==> src/rtl/fifo_pkg.sv <==
// Shared sizing for the single-clock FIFO.
// Every FIFO file imports these defaults.
package fifo_pkg;
   localparam int DEF_DATA_WIDTH = 8;
   localparam int DEF_ADDR_WIDTH = 4;
   localparam int DEPTH          = 1 << DEF_ADDR_WIDTH;
endpackage

==> src/rtl/sync_fifo_top_if.sv <==
// Producer/consumer bundle for sync_fifo_top.
// The FIFO is the slave; the environment is the master.
interface fifo_if
   import fifo_pkg::*;
#(
   parameter int DATA_WIDTH = DEF_DATA_WIDTH
);
   logic                  winc;
   logic [DATA_WIDTH-1:0] wdata;
   logic                  rinc;
   logic [DATA_WIDTH-1:0] rdata;
   logic                  full;
   logic                  empty;

   modport master (
      output winc, wdata, rinc,
      input  rdata, full, empty
   );

   modport slave (
      input  winc, wdata, rinc,
      output rdata, full, empty
   );
endinterface

==> src/rtl/fifo_mem.sv <==
// FIFO storage: one synchronous write port,
// one asynchronous read port, no reset.
module fifo_mem
   import fifo_pkg::*;
#(
   parameter int DATA_WIDTH = DEF_DATA_WIDTH,
   parameter int ADDR_WIDTH = DEF_ADDR_WIDTH
) (
   input  logic                  clk,
   input  logic                  we,
   input  logic [ADDR_WIDTH-1:0] waddr,
   input  logic [DATA_WIDTH-1:0] wdata,
   input  logic [ADDR_WIDTH-1:0] raddr,
   output logic [DATA_WIDTH-1:0] rdata
);
   logic [DATA_WIDTH-1:0] mem_q [1 << ADDR_WIDTH];

   always_ff @(posedge clk) begin
      if (we) begin
         mem_q[waddr] <= wdata;
      end
   end

   assign rdata = mem_q[raddr];
endmodule

==> src/rtl/sync_fifo_top.sv <==
// Single-clock show-ahead FIFO with full/empty flags.
// Pointers carry a wrap bit to tell full from empty.
module sync_fifo_top
   import fifo_pkg::*;
#(
   parameter int DATA_WIDTH = DEF_DATA_WIDTH,
   parameter int ADDR_WIDTH = DEF_ADDR_WIDTH
) (
   input  logic  clk,
   input  logic  rst,
   fifo_if.slave bus
);
   localparam logic [ADDR_WIDTH:0] PTR_ONE =
      {{ADDR_WIDTH{1'b0}}, 1'b1};

   logic [ADDR_WIDTH:0]   wptr_q, wptr_d;
   logic [ADDR_WIDTH:0]   rptr_q, rptr_d;
   logic                  wr_en, rd_en;
   logic                  full, empty;
   logic [DATA_WIDTH-1:0] mem_rdata;

   assign empty = (wptr_q == rptr_q);
   assign full  = (wptr_q[ADDR_WIDTH] != rptr_q[ADDR_WIDTH]) &&
                  (wptr_q[ADDR_WIDTH-1:0] ==
                   rptr_q[ADDR_WIDTH-1:0]);

   // Requests are gated by pre-edge flags; reset masks both.
   always_comb begin
      wr_en  = bus.winc && !full && !rst;
      rd_en  = bus.rinc && !empty && !rst;
      wptr_d = wptr_q;
      rptr_d = rptr_q;
      if (rst) begin
         wptr_d = '0;
         rptr_d = '0;
      end else begin
         if (wr_en) begin
            wptr_d = wptr_q + PTR_ONE;
         end
         if (rd_en) begin
            rptr_d = rptr_q + PTR_ONE;
         end
      end
   end

   always_ff @(posedge clk) begin
      wptr_q <= wptr_d;
      rptr_q <= rptr_d;
   end

   fifo_mem #(
      .DATA_WIDTH (DATA_WIDTH),
      .ADDR_WIDTH (ADDR_WIDTH)
   ) u_mem (
      .clk   (clk),
      .we    (wr_en),
      .waddr (wptr_q[ADDR_WIDTH-1:0]),
      .wdata (bus.wdata),
      .raddr (rptr_q[ADDR_WIDTH-1:0]),
      .rdata (mem_rdata)
   );

   assign bus.rdata = empty ? '0 : mem_rdata;
   assign bus.full  = full;
   assign bus.empty = empty;
endmodule

==> src/flat_wrapper.sv <==
// flat-port wrapper written by rule: the top's interface ports become plain ports
module sync_fifo_top_flat import fifo_pkg::*;
#(
   parameter int DATA_WIDTH = DEF_DATA_WIDTH,
   parameter int ADDR_WIDTH = DEF_ADDR_WIDTH
)
  (clk, rst, bus_winc, bus_wdata, bus_rinc, bus_rdata, bus_full, bus_empty);
  fifo_if #(.DATA_WIDTH(DATA_WIDTH)) bus_i ();
  input  logic clk;
  input  logic rst;
  input wire logic [$bits(bus_i.winc)-1:0] bus_winc;
  input wire logic [$bits(bus_i.wdata)-1:0] bus_wdata;
  input wire logic [$bits(bus_i.rinc)-1:0] bus_rinc;
  output wire logic [$bits(bus_i.rdata)-1:0] bus_rdata;
  output wire logic [$bits(bus_i.full)-1:0] bus_full;
  output wire logic [$bits(bus_i.empty)-1:0] bus_empty;
  assign bus_i.winc = bus_winc;
  assign bus_i.wdata = bus_wdata;
  assign bus_i.rinc = bus_rinc;
  assign bus_rdata = bus_i.rdata;
  assign bus_full = bus_i.full;
  assign bus_empty = bus_i.empty;
  sync_fifo_top #(.DATA_WIDTH(DATA_WIDTH), .ADDR_WIDTH(ADDR_WIDTH)) u_core (.clk(clk), .rst(rst), .bus(bus_i));
endmodule
==> config.mk <==
export PLATFORM = sky130hd
export DESIGN_NAME = sync_fifo_top_flat
export DESIGN_NICKNAME = d
export VERILOG_FILES = /design/src/rtl/fifo_pkg.sv /design/src/rtl/sync_fifo_top_if.sv /design/src/rtl/fifo_mem.sv /design/src/rtl/sync_fifo_top.sv /design/src/flat_wrapper.sv
export SDC_FILE = /design/constraint.sdc
export NUM_CORES = 1
export LEC_CHECK = 0
export BUFFER_PORTS_ARGS = -buffer_cell sky130_fd_sc_hd__buf_4
export CAP_MARGIN = 20
export CORE_UTILIZATION = 45
export CTS_BUF_LIST = sky130_fd_sc_hd__clkbuf_16
export CTS_CLUSTER_SIZE = 16
export DETAILED_ROUTE_END_ITERATION = 12
export GPL_TIMING_DRIVEN = 0
export PLACE_DENSITY_LB_ADDON = 0.1
export SLEW_MARGIN = 25
export SYNTH_ARGS = -nofsm -noshare
export SYNTH_HDL_FRONTEND = slang
export SYNTH_SLANG_ARGS = --single-unit
==> constraint.sdc <==
create_clock -name clk -period 4.7 [get_ports clk]
set_input_delay 0.47 -clock clk [delete_from_list [all_inputs] [get_ports clk]]
set_output_delay 0.47 -clock clk [all_outputs]
set_load 0.005 [all_outputs]
* Yosys cells after proc, flatten, opt, wreduce, memory -nomap -nowiden
Memory sizes are Yosys's and may differ from the RTL's. A register that Yosys moved wholly into a read port is not among the register bits. Cells that the tools add are included.
Word-level totals: register bits 10, bits in writable memories 128, input bits 12, output and inout port bits 10, logic and storage cells 21, memories kept 1
Cells by class: $add $sub $neg 2, eq/ne operators 3, multiplexer cells 5, reduce and logical (&&, ||, !) cells 8
Memories:
- u_core.u_mem.mem_q | words 16, width 8, read ports 1, clocked after Yosys merged registers in 1, write ports 1, RTL line fifo_mem.sv:16 | logic [DATA_WIDTH-1:0] mem_q [1 << ADDR_WIDTH];
Operators by type and width (count):
- 5-bit by 1-bit adder with 5-bit output (second input constant) | 2
- 4-bit 2-to-1 mux | 2
- 8-bit 2-to-1 mux | 1
- 5-bit equality test | 1
- 1-bit logical AND | 5
- 4-bit equality test | 1
- 1-bit zero test | 3
- 1-bit 2-to-1 mux | 2
- 1-bit inequality test | 1

* Logic depth before layout (Yosys ltp)
Gate-level depths: netlist of run 1.
depth after elaboration 7, depth in mapped cells 7, gate-level depth less buffers 4

* Hierarchy
A second synthesis of run 1 with hierarchy kept.
Unflattened totals: cell total of the unflattened synthesis 302, area, all modules 5710.5 sq um
By module, submodules not included:
- fifo_mem | instances 1, cells each 221, area an instance 4987.3 sq um, sequential area each 3843.7 sq um
- sync_fifo_top | instances 1, cells each 81, area an instance 723.2 sq um, sequential area each 200.2 sq um

* Worst setup path before layout of run 1
Ideal clock, no wire load.
kind input to register, start input bus_winc, end memory u_core.u_mem.mem_q[3][0] (netlist name), enable pin, setup time 0.395 ns, arrival time 1.834 ns, data required time 4.305 ns, setup slack 2.471 ns, stages on the path 4, path buffers 2, cells stage by stage clkbuf_1 -> o21ai_2 -> buf_4 -> nor4_1
Between the ends: word-level cells in the longest chain between the ends 4
RTL lines:
- start: declaration | RTL line flat_wrapper.sv:11 | input wire logic [$bits(bus_i.winc)-1:0] bus_winc;
- 1-bit logical AND (2 in series) | RTL line sync_fifo_top.sv:29 | wr_en = bus.winc && !full && !rst;
- 1-bit 2-to-1 mux | RTL line fifo_mem.sv:19 | if (we) begin
- 1-bit 2-to-1 mux (not written as such) | RTL line fifo_mem.sv:20 | mem_q[waddr] <= wdata;
- end: declaration | RTL line fifo_mem.sv:16
No other way between the ends.

==> results of run 1 <==
[worst paths after layout]
check / startpoint / slack, ns / end
setup / recovery: flip-flop / 1.81 / bus_rdata[5]
hold / removal: bus_wdata[0] / 0.36 / u_core.u_mem.mem_q[10][0]$_DFFE_PP_
setup reg to reg: u_core.wptr_q[4]$_SDFFE_PP0P_ / 2.33 / u_core.u_mem.mem_q[0][4]$_DFFE_PP_
hold reg to reg: u_core.rptr_q[1]$_SDFFE_PP0P_ / 0.56 / flip-flop
[sequential cells by signal (all words and copies together) (netlist names), named ones only]
signal              cells
u_core.u_mem.mem_q    128
u_core.wptr_q           5
u_core.rptr_q           5
[placed cells by master (no fill, tap or decap), types with 6 or more instances in the layout]
| master | instances |
|---|---|
| edfxtp_1 | 128 |
| buf_4 | 29 |
| mux4_2 | 24 |
| mux2i_1 | 20 |
| clkbuf_16 | 18 |
| nand2_1 | 15 |
| dfxtp_1 | 14 |
| buf_2 | 13 |
| nor2_1 | 13 |
| nor2b_1 | 12 |
| inv_1 | 10 |
| a21oi_1 | 9 |
| mux2_2 | 8 |
| nor3_2 | 8 |
| nor4_2 | 8 |
| clkbuf_1 | 6 |
| o2111ai_1 | 6 |
[power by group]
part	switching, uW	internal [uW]	total (uW)	leakage [uW]
Sequential	9.76	1390	1400	0.00127
Combinational	176	152	328	0.000726
Clock	471	683	1150	0.000274
Total	657	2230	2880	0.00227
[metrics by stage]
stage	worst slack, ns	hold WS, ns	instance area (um^2)	utilization	total power (uW)
floorplan	2.471	0.4988	5959	-	1635
global placement	1.335	0.5317	6325	0.4952	1750
detailed placement	1.993	0.5524	6485	0.5077	1757
CTS	1.821	0.3645	7000	0.5480	2911
global route	1.681	0.3786	7000	0.5480	2992
finish	1.812	0.3615	7000	0.5480	2883
[kinds of logic after synthesis]
logic type               after synthesis  synth area share
adder cells (fa/ha/maj)                5           0.01050
buffers and inverters                 25           0.02561
AO/OA/AOI/OAI                         34           0.04556
XOR/XNOR                               6           0.01449
multiplexers                          56            0.1470
flip-flops                           142            0.6920
AND/OR/NAND/NOR                       74           0.06487
[layout make-up]
type	count	area (um^2)	area share
repair buffers	32	220.2	0.03146
multi-input cells	175	1773	0.2533
flip-flops and latches	142	4124	0.5891
plain buffers	21	137.6	0.01966
inverters	4	15.01	0.002145
clock inverters	14	65.06	0.009294
well taps	172	215.2	0.03074
clock buffers	18	450.4	0.06434
[per-layer routing]
layer  up-vias  wire, um  share of wire  GRT usage
li1       1466         -              -          -
met1      1636      5635           0.47     0.2799
met2        64      5706           0.48     0.2927
met3        12       491          0.041    0.04531
met4         0       169          0.014    0.08186
met5         -         0              0          0
[critical path, delay by kind of cell, from the launching register on]
family / cells / cell delay (ns)
AOI/OAI and AO/OA: 1 / 0.23
and+or+nand+nor: 1 / 0.05
muxes: 2 / 0.77
buffers and inverters: 3 / 0.60
DFF: 1 / 0.35
==> summary.md, run 1 <==
| Metric | Value |
|---|---|
| Final wirelength | `~12 mm` |
| Drt first-iter violations | `246` |
| Die width | `117.1 um` |
| Critical path, cell by cell | `buf_6, buf_2, mux4_2, mux2i_1, o32a_1, nor2_1, buf_4` |
| Net Count, Synth | `359` |
| Max-slew headroom | `0.3935` |
| Nets | `410` |
| Most frequent cell after synthesis | `edfxtp_1` |
| Top cell type's share of synthesized area | `0.6450` |
| DRT antenna net count | `0` |
| Sequential share of the synthesized area | `0.6920` |
| Max H-tree Level | `4` |
| Clock transition at path regs | `0.05 ns` |
| Final Hold Fails | `0` |
| PortBufs | `20` |
| Hold Path Class | `input port to flip-flop` |
| Req. time, crit path | `4.23 ns` |
| Slew @ Worst Pin | `0.9023 ns` |
| Layout cells sized above 1 | `0.3128` |
| Number of synthesized flops with an enable pin | `128` |
| Top post-synthesis cells by count | `128 x edfxtp_1, 24 x mux4_2, 20 x mux2i_1, 15 x nand2_1, 14 x dfxtp_1` |
| Avg Inst Size Synth | `roughly 17 um^2` |
| Post_cts resized | `0` |
| Area delta synth->final | `17.47%` |
| Count of synthesis-stage warnings from yosys | `0` |
| Core Area | `about 0.013 mm^2` |
| Highest-delay cell along the critical path | `mux4_2` |
| Crit path kind | `flip-flop to output port` |
| Fin. max-slew vios | `0` |
| Min Tclk post-route | `2.888 ns` |
| Post-Synthesis Cells | `342` |
| Starting Density | `0.4665` |
| Worst r2r path cells | `4` |
| Max Fclk | `0.3463 GHz` |
| Clk_lat worst skew | `approximately 0.42 ns` |
| TritonCTS Buffers | `17` |
| Top Ports | `22` |
| Synthesized area | `0.005959 mm^2` |
| Max Cap Viol | `0` |
| Vias | `3,178` |
| Final HPWL DP | `around 8.2 mm` |
| DR vias/cell | `5.498` |
| FF+latch count, synth | `142` |
| Top cells by area, synth | `edfxtp_1 64%, mux4_2 9.1%, dfxtp_1 4.7%, mux2i_1 3.4%, mux2_2 1.5%` |
| Crit path largest cell delay | `around 0.53 ns` |
| Fillers | `~1,000` |
| Critical-path maximum fanout | `10` |
| Drt wl/cell | `~21 um` |
| Drt pass-1 iters | `4` |
| Clock skew | `0.01821 ns` |
| Placer Congestion | `0.7448` |
| Clock Sinks | `142` |
| Maximum vdd ir drop | `264.3 uV` |
| Pwr Density | `411.8 mW/mm^2` |
| Cell variety after synth | `between 40 and 50` |
| Hold_buf cts | `0` |
| Worst EP arrival | `2.42 ns` |
| Hold path depth | `1` |
| Critical path startpoint category | `flip-flop` |
| # diodes | `0` |
| Placed insts | `546` |
| Setup violators final | `0` |
| Root buf cell | `clkbuf_16` |
| Die area | `between 0.01 and 0.015 mm^2` |
| All-layer global routing usage | `0.1965` |
| Worst Setup End Kind | `output port` |
| Largest net degree at the start of global routing | `17` |
| Number of core rows | `41` |
| Post-Layout Cell Count | `578` |
| Post-synth top flop | `edfxtp_1` |
| Gr ovfl total | `0` |
| RSZ-0062 raised after global routing | `false` |
| Initial antenna violation count | `0` |
| Vias in the first global route | `3,070` |
| Postcts setup bufs | `0` |
| Synth area leader | `edfxtp_1` |
| Global-route wire length before repair | `18.48 mm` |
| DIE HEIGHT | `117.1 um` |
| Period Utilization, post-route | `0.6145` |
| Async set or reset register ratio after synthesis | `0` |
| Leak pwr | `0.002267 uW` |
| CTS tree | `built` |
| Status | `completed` |
| Max clock buf depth | `2` |
| # DRC | `0` |
| Setup_tns | `0 ns` |
(Power assumes the default switching activity.)
==> inputs of run 2 (changes only) <==
--- a/config.mk
+++ b/config.mk
@@ -5,6 +5,7 @@
 export SDC_FILE = /design/constraint.sdc
 export NUM_CORES = 1
 export LEC_CHECK = 0
+export ABC_AREA = 1
 export BUFFER_PORTS_ARGS = -buffer_cell sky130_fd_sc_hd__buf_4
 export CAP_MARGIN = 20
 export CORE_UTILIZATION = 45
==> constraint.sdc (replaced) <==
create_clock -name clk -period 2.55 [get_ports clk]
set_input_delay 0.255 -clock clk [delete_from_list [all_inputs] [get_ports clk]]
set_output_delay 0.255 -clock clk [all_outputs]
set_load 0.005 [all_outputs]
==> summary.md, run 2 <==
| Metric | Value |
|---|---|
| Most frequent cell after synthesis | `edfxtp_1 (unchanged)` |
| PortBufs | `21 (was 20)` |
| Sequential share of the synthesized area | `0.6762 (was 0.6920)` |
| Sequential Power Share | `0.456 (was 0.486)` |
| Setup violators final | `0 (unchanged)` |
| Clock share of power | `0.439 (was 0.400)` |
| Post_cts resized | `0 (unchanged)` |
| Die width | `118.4 um (was 117.1 um)` |
| Top post-synthesis cells by count | `128 x edfxtp_1, 74 x inv_1, 62 x nand2_1, 56 x nand3_1, 43 x a21oi_1 (was 128 x edfxtp_1, 24 x mux4_2, 20 x mux2i_1, 15 x nand2_1, 14 x dfxtp_1)` |
| Reg2reg setup slack | `0.36 ns (was 2.33 ns)` |
| FF+latch count, synth | `142 (unchanged)` |
| RSZ-0062 raised after global routing | `false (unchanged)` |
| DIE HEIGHT | `118.4 um (was 117.1 um)` |
| Clk_lat worst skew | `0.42 ns (about the same)` |
| Fin. max-slew vios | `0 (unchanged)` |
| Global-route wire length before repair | `22.90 mm (was 18.48 mm)` |
| Leak pwr | `0.002657 uW (was 0.002267 uW)` |
| Initial antenna violation count | `0 (unchanged)` |
| Highest-delay cell along the critical path | `clkbuf_1 (was mux4_2)` |
| Final wirelength | `15.04 mm (was 12.00 mm)` |
| Max-slew headroom | `0.4616 (was 0.3935)` |
| Critical path startpoint category | `flip-flop (unchanged)` |
| Max Fclk | `0.4063 GHz` |
| Net Switching | `1358 uW (was 656.6 uW)` |
| Slew @ Worst Pin | `0.8046 ns (was 0.9023 ns)` |
| Gr ovfl total | `0 (unchanged)` |
| Max clock buf depth | `2 (unchanged)` |
| Top cell type's share of synthesized area | `0.6303 (was 0.6450)` |
| # DRC | `0 (unchanged)` |
| Clock transition at path regs | `0.06 ns (was 0.05 ns)` |
| Drt wl/cell | `19.71 um (was 20.76 um)` |
| Comb pwr share | `0.105 (was 0.114)` |
| Placer Congestion | `0.9480 (was 0.7448)` |
| Crit path kind | `flip-flop to output port (unchanged)` |
| Avg Inst Size Synth | `11.42 um^2 (was 17.43 um^2)` |
| Commonest cells after routing, fill and taps aside | `128 x edfxtp_1, 75 x inv_1, 62 x nand2_1 (was 128 x edfxtp_1, 29 x buf_4, 24 x mux4_2)` |
| DRT antenna net count | `0 (unchanged)` |
| Cell variety after synth | `29 (was 43)` |
| Count of synthesis-stage warnings from yosys | `0 (unchanged)` |
| Pwr Density | `797.7 mW/mm^2 (was 411.8 mW/mm^2)` |
| Area delta synth->final | `16.06% (was 17.47%)` |
| Period Utilization, post-route | `0.9651` |
| Status | `completed (unchanged)` |
| Nets | `591 (was 410)` |
| Most common cell after layout, fill and taps aside | `edfxtp_1 (unchanged)` |
| Max reg flops | `128 (unchanged)` |
| Critical path, cell by cell | `buf_2, clkbuf_1, a21oi_1, o21ai_0, nand3_1, nand3_1, a21oi_1, buf_4 (was buf_6, buf_2, mux4_2, mux2i_1, o32a_1, nor2_1, buf_4)` |
| Final WS setup | `0.08893 ns (was 1.812 ns)` |
| Vias | `4,008 (was 3,178)` |
| CTS tree | `built (unchanged)` |
| Maximum vdd ir drop | `490.6 uV (was 264.3 uV)` |
| Number of synthesized flops with an enable pin | `128 (unchanged)` |
| Hold Path Class | `input port to flip-flop (unchanged)` |
| Max Cap Viol | `0 (unchanged)` |
| Setup_tns | `0 ns (unchanged)` |
| Biggest regs | `u_core.u_mem.mem_q (128), u_core.rptr_q (5), u_core.wptr_q (5) (unchanged)` |
| Post-Synthesis Cells | `534 (was 342)` |
| Drt first-iter violations | `335 (was 246)` |
| Worst Setup End Kind | `output port (unchanged)` |
| Req. time, crit path | `2.30 ns (was 4.23 ns)` |
| Final HPWL DP | `10.50 mm (was 8.177 mm)` |
| Final Hold Fails | `0 (unchanged)` |
| Int Power | `4288 uW (was 2226 uW)` |
| Worst path top cell family by delay | `buffers and inverters (was multiplexers)` |
| Reg with most FFs | `u_core.u_mem.mem_q (unchanged)` |
| Min Tclk post-route | `around 2.5 ns` |
| Number of core rows | `42 (was 41)` |
| Postcts setup bufs | `0 (unchanged)` |
| Starting Density | `0.4605 (was 0.4665)` |
| Vias in the first global route | `3,847 (was 3,070)` |
| Worst EP arrival | `2.21 ns (was 2.42 ns)` |
| Setup WS pre-CTS | `0.3660 ns (was 1.993 ns)` |
| Post-synth top flop | `edfxtp_1 (unchanged)` |
| Crit path largest cell delay | `0.48 ns (was 0.53 ns)` |
| Critical-path maximum fanout | `10 (unchanged)` |
| Hold_buf cts | `0 (unchanged)` |
| Core Area | `0.01324 mm^2 (was 0.01277 mm^2)` |
| Net Count, Synth | `551 (was 359)` |
| Worst path bufs/invs | `3 (unchanged)` |
| DR vias/cell | `5.253 (was 5.498)` |
| Layout cells sized above 1 | `0.1550 (was 0.3128)` |
| Largest net degree at the start of global routing | `17 (unchanged)` |
| Root buf cell | `clkbuf_16 (unchanged)` |
| Top cells by area, synth | `edfxtp_1 63%, dfxtp_1 4.6%, nand3_1 4.6%, inv_1 4.6%, o211ai_1 3.9% (was edfxtp_1 64%, mux4_2 9.1%, dfxtp_1 4.7%, mux2i_1 3.4%, mux2_2 1.5%)` |
| Async set or reset register ratio after synthesis | `0 (unchanged)` |
| Drt pass-1 iters | `5 (was 4)` |
| Sw Share | `0.2405 (was 0.2278)` |
| Die area | `0.01402 mm^2 (was 0.01371 mm^2)` |
| Synth area leader | `edfxtp_1 (unchanged)` |
| Synthesized area | `0.006098 mm^2 (was 0.005959 mm^2)` |
| Clock skew | `0.01076 ns (was 0.01821 ns)` |
| Max H-tree Level | `4 (unchanged)` |
| Top Ports | `22 (unchanged)` |
| All-layer global routing usage | `0.2321 (was 0.1965)` |
| Clock Sinks | `142 (unchanged)` |
| # diodes | `0 (unchanged)` |
| TritonCTS Buffers | `17 (unchanged)` |
## run 2: changes by cell type after synthesis, sizes merged, moves of 8 or more
cell,previous run,this run
nand3,5,59
mux2,12,0
nor4,8,0
a21oi,11,43
nor2b,12,0
nand2,15,69
o211ai,0,32
mux2i,20,0
nor2,13,38
mux4,24,0
inv,4,81
o21ai,4,34
## run 2: final timing paths
path,from,to,cells after the start
min,rst,u_core.wptr_q[3]$_SDFFE_PP0P_,2
min reg2reg,u_core.rptr_q[1]$_SDFFE_PP0P_,u_core.rptr_q[1]$_SDFFE_PP0P_,2
max reg2reg,u_core.wptr_q[3]$_SDFFE_PP0P_,u_core.u_mem.mem_q[13][1]$_DFFE_PP_,8
max,flip-flop,bus_rdata[5],8
## run 2: layout make-up
cell class / count / area, um^2
fillers: 1186 / 6165
flip-flops and latches: 142 / 4124
multi-input cells: 285 / 1538
clock buffers: 17 / 425.4
inverters: 82 / 307.8
well taps: 176 / 220.2
clock inverters: 15 / 170.2
repair buffers: 21 / 157.7
plain buffers: 25 / 135.1
## run 2: per-stage QoR
step / hold WS [ns] / total power (uW) / instance area [um^2] / std cells / util
floorplan: 0.3241 / 2956 / 6098 / 534 / -
global placement: 0.5182 / 3210 / 6476 / 731 / 0.4890
detailed placement: 0.5285 / 3214 / 6481 / 731 / 0.4894
CTS: 0.08003 / 5675 / 7077 / 763 / 0.5344
global route: 0.08522 / 5825 / 7078 / 763 / 0.5345
finish: 0.08810 / 5646 / 7078 / 763 / 0.5345
## run 2: logic make-up (layout without fill, tap and decap cells)
kind of cell / Yosys count / count (layout) / synth area share
flops: 142 / 142 / 0.6762
fa+ha+maj: 5 / 5 / 0.01026
xor+xnor: 1 / 1 / 0.002668
simple gates: 170 / 170 / 0.1358
compound gates: 109 / 109 / 0.1026
buf+inv: 107 / 160 / 0.07242
## run 2: power by group through the flow
stage | clock (uW) | combinational, uW | sequential, uW
2_1_floorplan | 0 | 337 | 2620
3_3_place_gp | 0 | 589 | 2620
3_5_place_dp | 0 | 592 | 2620
4_1_cts | 2510 | 595 | 2570
5_1_grt | 2600 | 650 | 2580
6_report | 2480 | 593 | 2570
## run 2: worst register-to-register path, cell delays in order (launching register included)
cell and delay, ns:
dfxtp_1 0.48, nand2_1 0.09, nand2_1 0.12, nor2_4 0.06, nand3_4 0.11, nand2_8 0.09
nor2_8 0.14, nand2_4 0.09, nor2_1 0.62
## run 2: per-layer routing
layer / up-vias / wire length (um) / track usage
met5: - / 0 / 0
met4: 0 / 294 / 0.09415
met3: 20 / 857 / 0.04633
met2: 139 / 6851 / 0.3463
met1: 1917 / 7031 / 0.3331
li1: 1932 / - / -
